==> src/rtl/zld_xcb_pkg.sv <==
// Shared definitions for the zero run-length decoder: widths, token
// field positions and FSM state encoding.
package zld_xcb_pkg;

    // Decoded value width; a token is one bit wider.
    localparam int W = 7;

    // Token layout: bit W selects run (1) or literal (0);
    // bits W-1:0 carry the literal value or the zero-run count.
    localparam int TOK_RUN = W;

    typedef enum logic {
        S_PASS = 1'b0,  // accepting tokens
        S_ZERO = 1'b1   // emitting the remainder of a zero run
    } state_t;

endpackage

==> src/rtl/zld_xcb_if.sv <==
// Token-in / value-out stream bundle for the zero run-length decoder.
//
// Handshake (d, v, b triple): a transfer happens on a rising clock edge
// when v=1 and b=0 in the same cycle. b is back-pressure (1 = cannot
// accept). The producer holds d stable while v=1 and b=1.
interface zld_xcb_if import zld_xcb_pkg::*; ();

    logic [W:0]   i_d;        // token in
    logic         i_v;        // token valid
    logic         i_b;        // back-pressure to upstream
    logic [W-1:0] o_d;        // decoded value
    logic         o_v;        // decoded value valid
    logic         o_b;        // back-pressure from downstream
    state_t       dbg_state;  // FSM state, for observation only

    modport slave (
        input  i_d, i_v, o_b,
        output i_b, o_d, o_v, dbg_state
    );

    modport master (
        output i_d, i_v, o_b,
        input  i_b, o_d, o_v, dbg_state
    );

endinterface

==> src/rtl/zld_xcb_dp.sv <==
// Datapath: output holding register, remaining-zeros counter and the
// decode flags consumed by the FSM.
module zld_xcb_dp import zld_xcb_pkg::*; (
    input  logic         i_clk,
    input  logic         i_rst_n,
    input  logic [W:0]   i_d,
    input  logic         i_ld_lit,
    input  logic         i_ld_zero,
    input  logic         i_ld_rem,
    input  logic         i_dec_rem,
    input  logic         i_clr_v,
    output logic [W-1:0] o_d,
    output logic         o_v,
    output logic         o_f_tok_run,
    output logic         o_f_cnt_eq_0,
    output logic         o_f_cnt_eq_1,
    output logic         o_f_rem_eq_1
);

    logic [W-1:0] r_d;
    logic         r_v;
    logic [W-1:0] r_rem;
    logic [W-1:0] w_field;

    assign w_field      = i_d[W-1:0];
    assign o_f_tok_run  = i_d[TOK_RUN];
    assign o_f_cnt_eq_0 = (w_field == '0);
    assign o_f_cnt_eq_1 = (w_field == W'(1));
    assign o_f_rem_eq_1 = (r_rem == W'(1));
    assign o_d          = r_d;
    assign o_v          = r_v;

    // Output holding register: literal, zero, or drain to empty.
    always_ff @(posedge i_clk or negedge i_rst_n) begin
        if (!i_rst_n) begin
            r_d <= '0;
            r_v <= 1'b0;
        end else if (i_ld_lit) begin
            r_d <= w_field;
            r_v <= 1'b1;
        end else if (i_ld_zero) begin
            r_d <= '0;
            r_v <= 1'b1;
        end else if (i_clr_v) begin
            r_v <= 1'b0;
        end
    end

    // Zeros still to load after the one currently being loaded.
    always_ff @(posedge i_clk or negedge i_rst_n) begin
        if (!i_rst_n) begin
            r_rem <= '0;
        end else if (i_ld_rem) begin
            r_rem <= w_field - W'(1);
        end else if (i_dec_rem) begin
            r_rem <= r_rem - W'(1);
        end
    end

endmodule

==> src/rtl/zld_xcb_fsm.sv <==
// Control FSM: owns the state, the upstream back-pressure and the
// datapath load/decrement enables.
module zld_xcb_fsm import zld_xcb_pkg::*; (
    input  logic   i_clk,
    input  logic   i_rst_n,
    input  logic   i_v,           // token valid
    input  logic   i_out_v,       // holding register full
    input  logic   i_out_b,       // downstream back-pressure
    input  logic   i_f_tok_run,   // token is a zero run
    input  logic   i_f_cnt_eq_0,  // token field == 0
    input  logic   i_f_cnt_eq_1,  // token field == 1
    input  logic   i_f_rem_eq_1,  // last zero of the run is next
    output logic   o_in_b,        // back-pressure to upstream
    output logic   o_ld_lit,      // load literal into holding register
    output logic   o_ld_zero,     // load a zero into holding register
    output logic   o_ld_rem,      // load rem with count-1
    output logic   o_dec_rem,     // decrement rem
    output logic   o_clr_v,       // holding register drained, nothing new
    output state_t o_state
);

    state_t r_state;
    state_t w_next;
    logic   w_can_load;

    // Holding register is empty or is being consumed this cycle.
    assign w_can_load = ~i_out_v | ~i_out_b;
    assign o_state    = r_state;

    // State register.
    always_ff @(posedge i_clk or negedge i_rst_n) begin
        if (!i_rst_n) begin
            r_state <= S_PASS;
        end else begin
            r_state <= w_next;
        end
    end

    // Next state and datapath enables; i_b never looks at i_v.
    always_comb begin
        w_next    = r_state;
        o_in_b    = 1'b1;
        o_ld_lit  = 1'b0;
        o_ld_zero = 1'b0;
        o_ld_rem  = 1'b0;
        o_dec_rem = 1'b0;
        o_clr_v   = 1'b0;
        case (r_state)
            S_PASS: begin
                o_in_b = ~w_can_load;
                if (w_can_load) begin
                    if (i_v) begin
                        if (!i_f_tok_run) begin
                            o_ld_lit = 1'b1;
                        end else if (i_f_cnt_eq_0) begin
                            // Reserved count: swallow the token silently.
                            o_clr_v = 1'b1;
                        end else if (i_f_cnt_eq_1) begin
                            o_ld_zero = 1'b1;
                        end else begin
                            o_ld_zero = 1'b1;
                            o_ld_rem  = 1'b1;
                            w_next    = S_ZERO;
                        end
                    end else begin
                        o_clr_v = 1'b1;
                    end
                end
            end
            S_ZERO: begin
                if (w_can_load) begin
                    o_ld_zero = 1'b1;
                    o_dec_rem = 1'b1;
                    if (i_f_rem_eq_1) begin
                        w_next = S_PASS;
                    end
                end
            end
            default: begin
                w_next = S_PASS;
            end
        endcase
    end

endmodule

==> src/rtl/zld_xcb.sv <==
// Zero run-length decoder top: expands literal and zero-run tokens into
// a registered stream of W-bit values.
module zld_xcb import zld_xcb_pkg::*; (
    input  logic clock,
    input  logic reset,   // asynchronous, active low
    zld_xcb_if.slave bus
);

    logic w_ld_lit;
    logic w_ld_zero;
    logic w_ld_rem;
    logic w_dec_rem;
    logic w_clr_v;
    logic w_f_tok_run;
    logic w_f_cnt_eq_0;
    logic w_f_cnt_eq_1;
    logic w_f_rem_eq_1;
    logic w_o_v;

    assign bus.o_v = w_o_v;

    zld_xcb_fsm u_fsm (
        .i_clk        (clock),
        .i_rst_n      (reset),
        .i_v          (bus.i_v),
        .i_out_v      (w_o_v),
        .i_out_b      (bus.o_b),
        .i_f_tok_run  (w_f_tok_run),
        .i_f_cnt_eq_0 (w_f_cnt_eq_0),
        .i_f_cnt_eq_1 (w_f_cnt_eq_1),
        .i_f_rem_eq_1 (w_f_rem_eq_1),
        .o_in_b       (bus.i_b),
        .o_ld_lit     (w_ld_lit),
        .o_ld_zero    (w_ld_zero),
        .o_ld_rem     (w_ld_rem),
        .o_dec_rem    (w_dec_rem),
        .o_clr_v      (w_clr_v),
        .o_state      (bus.dbg_state)
    );

    zld_xcb_dp u_dp (
        .i_clk        (clock),
        .i_rst_n      (reset),
        .i_d          (bus.i_d),
        .i_ld_lit     (w_ld_lit),
        .i_ld_zero    (w_ld_zero),
        .i_ld_rem     (w_ld_rem),
        .i_dec_rem    (w_dec_rem),
        .i_clr_v      (w_clr_v),
        .o_d          (bus.o_d),
        .o_v          (w_o_v),
        .o_f_tok_run  (w_f_tok_run),
        .o_f_cnt_eq_0 (w_f_cnt_eq_0),
        .o_f_cnt_eq_1 (w_f_cnt_eq_1),
        .o_f_rem_eq_1 (w_f_rem_eq_1)
    );

endmodule

==> src/flat_wrapper.sv <==
// flat-port wrapper written by rule: the top's interface ports become plain ports
module zld_xcb_flat import zld_xcb_pkg::*;
  (clock, reset, bus_i_d, bus_i_v, bus_o_b, bus_i_b, bus_o_d, bus_o_v, bus_dbg_state);
  zld_xcb_if bus_i ();
  input  logic clock;
  input  logic reset;
  input wire logic [$bits(bus_i.i_d)-1:0] bus_i_d;
  input wire logic [$bits(bus_i.i_v)-1:0] bus_i_v;
  input wire logic [$bits(bus_i.o_b)-1:0] bus_o_b;
  output wire logic [$bits(bus_i.i_b)-1:0] bus_i_b;
  output wire logic [$bits(bus_i.o_d)-1:0] bus_o_d;
  output wire logic [$bits(bus_i.o_v)-1:0] bus_o_v;
  output wire logic [$bits(bus_i.dbg_state)-1:0] bus_dbg_state;
  assign bus_i.i_d = bus_i_d;
  assign bus_i.i_v = bus_i_v;
  assign bus_i.o_b = bus_o_b;
  assign bus_i_b = bus_i.i_b;
  assign bus_o_d = bus_i.o_d;
  assign bus_o_v = bus_i.o_v;
  assign bus_dbg_state = bus_i.dbg_state;
  zld_xcb u_core (.clock(clock), .reset(reset), .bus(bus_i));
endmodule
==> config.mk <==
export PLATFORM = sky130hd
export DESIGN_NAME = zld_xcb_flat
export DESIGN_NICKNAME = d
export VERILOG_FILES = /design/src/rtl/zld_xcb_pkg.sv /design/src/rtl/zld_xcb_if.sv /design/src/rtl/zld_xcb_dp.sv /design/src/rtl/zld_xcb_fsm.sv /design/src/rtl/zld_xcb.sv /design/src/flat_wrapper.sv
export SDC_FILE = /design/constraint.sdc
export NUM_CORES = 1
export LEC_CHECK = 0
export ABC_AREA = 1
export BUFFER_PORTS_ARGS = -buffer_cell sky130_fd_sc_hd__buf_2
export CAP_MARGIN = 20
export CORE_ASPECT_RATIO = 0.5
export CORE_UTILIZATION = 40
export DETAILED_ROUTE_END_ITERATION = 6
export PLACE_DENSITY = 0.57
export SYNTH_ARGS = -nofsm -noshare
export SYNTH_HDL_FRONTEND = slang
export SYNTH_SLANG_ARGS = --single-unit
==> constraint.sdc <==
create_clock -name clock -period 1.6 [get_ports clock]
set_input_delay 0.48 -clock clock [delete_from_list [all_inputs] [get_ports clock]]
set_output_delay 0.48 -clock clock [all_outputs]
set_load 0.005 [all_outputs]
==> out/metrics.cfg <==
[placed_design]
dp_cells = 211
dpl_cell_area_um2 = 1280
hpwl_um = 1970
place_ws_ns = -0.136
port_buffers = 21
gp_congestion = 0.770

[clock_tree]
cts_made_buffers = 3
cts_sinks = 16
clockBufferDepth = 2
clkTransAtPathRegs_ns = 0.07
cts_resized = 0
ctsHoldBuffers = 0
clock_latency_ns = 0.25
cts_root_buffer = clkbuf_8
htree_levels = 1
cts_tree = yes
post_cts_buffers = 0

[logic_synthesis]
syn_area_per_cell_um2 = 7.34
post-synth-top-count-cell = nand2_1
postSynth.asyncResetShare_pct = 100
synth-seq-cells = 16
synth_edf_count = 0
yosysTopAreaCell = dfrtp_1
ys_top_cells_by_count = nand2_1 (45), dfrtp_1 (16), inv_1 (14)
synth_flop_cell = dfrtp_1
syn_area_um2 = 1060
syn-num-nets = 160
synthTopCellsByArea = dfrtp_1 (38%), nand2_1 (16%), nand3_1 (5.7%)
yosysSeqAreaShare_pct = 37.9
synth.top_cell.area_share_pct = 37.9
postSynthCellCount = 144
yosysWarnings = 0
netlist-cell-type-count = 21

[die]
coreArea_um2 = 2360
num_rows = 12
die_y_um = 38.4
io_pins = 22
initial_core_util_pct = 44.9
fp.dieW_um = 74.7
die-area_um2 = 2870

[route]
wire_per_inst_um = 11.6
drtPass1Iterations = 4
wirelength_um = 2480
drcViolationCount = 0
route.vias.total = 1000
ant_nets = 0
viasPerCell = 4.67
dr.first_iter.drc_count = 48

[power]
max-vdd-ir-drop_mv = 0.543
power_mw = 1.88
power_density_nw_per_um2 = 1420
power.static_leakage_nw = 0.717

[global_routing]
grt_pass1_wl_um = 4170
grt_overflow_total = 0
grt_pass1_vias = 930
grt_usage_pct = 20.5
antenna_found_initial = 0
grt_max_degree = 17

[timing]
fin_ws_ns = 0.123
maxSlewHeadroom_pct = 74.7
max_freq_mhz = 677
rsz0062_at_grt = false
fin_crit_sh_pct = 92.3
layout_min_cycle_time_ns = 1.48
setup_viol = 0
hold_violations = 0
slew_viol_final = 0
worstMarginPinSlew_ns = 0.379
finalClockSkew_ns = 0.00256

[layout]
seq_area_um2 = 400
multi_input_area_um2 = 584
syn2layout_area_growth_pct = 25.7
finish.utilization_pct = 56.4
nets = 197
design_area_um2 = 1330
fill_cells = 234
antenna_cells = 0
layout-drive-gt1-share_pct = 30.7
stdcell_count = 214

[worst_setup_path]
cp-start-kind = flip-flop
crit_required_ns = 1.12
path_class = reg2out
worstPathArrival_ns = 1.00
crit_buf_inv = 2
slowest_delay_ns = 0.38
critPathSlowestCell = dfrtp_1
cp_max_fo = 4
path_cells = nand2_2 > buf_4 > nand2_1 > buf_2
cp-end-kind = primary output
crit_family = flip-flops

[worst_hold_path]
worst_hold_path_type = in2async

[run_status]
outcome = finished clean

[job]
cap_violations = 0

==> final cells by class <==
| class | count | area share (%) |
|---|---|---|
| multi-input combinational | 110 | 44.0 |
| sequential | 16 | 30.1 |
| timing repair buffer | 33 | 14.7 |
| inverter | 17 | 4.80 |
| tap | 35 | 3.30 |
| clock buffer | 3 | 3.11 |
==> stage by stage <==
step / hold WS [ns] / TNS, ns
global placement: 0.427 / -0.829
global route: 0.173 / 0
CTS: 0.155 / 0
finish: 0.142 / 0
detailed placement: 0.426 / -1.41
floorplan: 0.184 / 0
==> worst paths after layout <==
| check | startpoint | to | slack [ns] | cells past startpoint |
|---|---|---|---|---|
| setup / recovery | u_core.u_dp.o_v | bus_i_b | 0.12 | 4 |
| hold / removal | reset | u_core.u_dp.o_v | 0.14 | 1 |
| setup reg to reg | u_core.u_fsm.o_state | u_core.u_dp.r_rem[6] | 0.18 | 8 |
| hold reg to reg | u_core.u_dp.o_d[4] | u_core.u_dp.o_d[4] | 0.49 | 2 |
| max in group asynchronous | reset | u_core.u_dp.r_rem[2] | 1.19 | 1 |
| min in group clock | u_core.u_dp.o_d[4] | u_core.u_dp.o_d[4] | 0.49 | 2 |
==> registers in the layout, indices dropped and copies added, names as in the netlist <==
name	cells
u_core.u_dp.o_d	7
u_core.u_dp.o_v	1
u_core.u_dp.r_rem	7
u_core.u_fsm.o_state	1
==> placed cells by master, fill, tap and decap left out, types with 11 or more instances in the layout <==
cell type	synthesis	routed
nor2_1	11	11
buf_2	0	21
buf_4	0	12
inv_1	14	14
nand2_1	45	45
dfrtp_1	16	16
nand3_1	12	12
==> cell families after synthesis <==
family | share of synthesized area (%)
xor+xnor | 3.31
simple gates | 39.8
compound gates | 7.22
fa+ha+maj | 4.73
flops | 37.9
buf+inv | 7.10
==> report_power, final <==
| part | total (mW) | switching, mW | internal [mW] |
|---|---|---|---|
| clock network | 0.309 | 0.143 | 0.167 |
| registers | 0.671 | 0.122 | 0.549 |
| logic | 0.902 | 0.525 | 0.376 |
==> metal layers <==
metal	global-route usage [%]	vias to the layer above	part of all wire, %
met5	0	-	0
met4	2.83	0	0.24
met3	5.53	2	3.9
met2	30.4	21	40
met1	30.1	445	56
li1	-	532	-
Power figures use the tool's default switching activity.
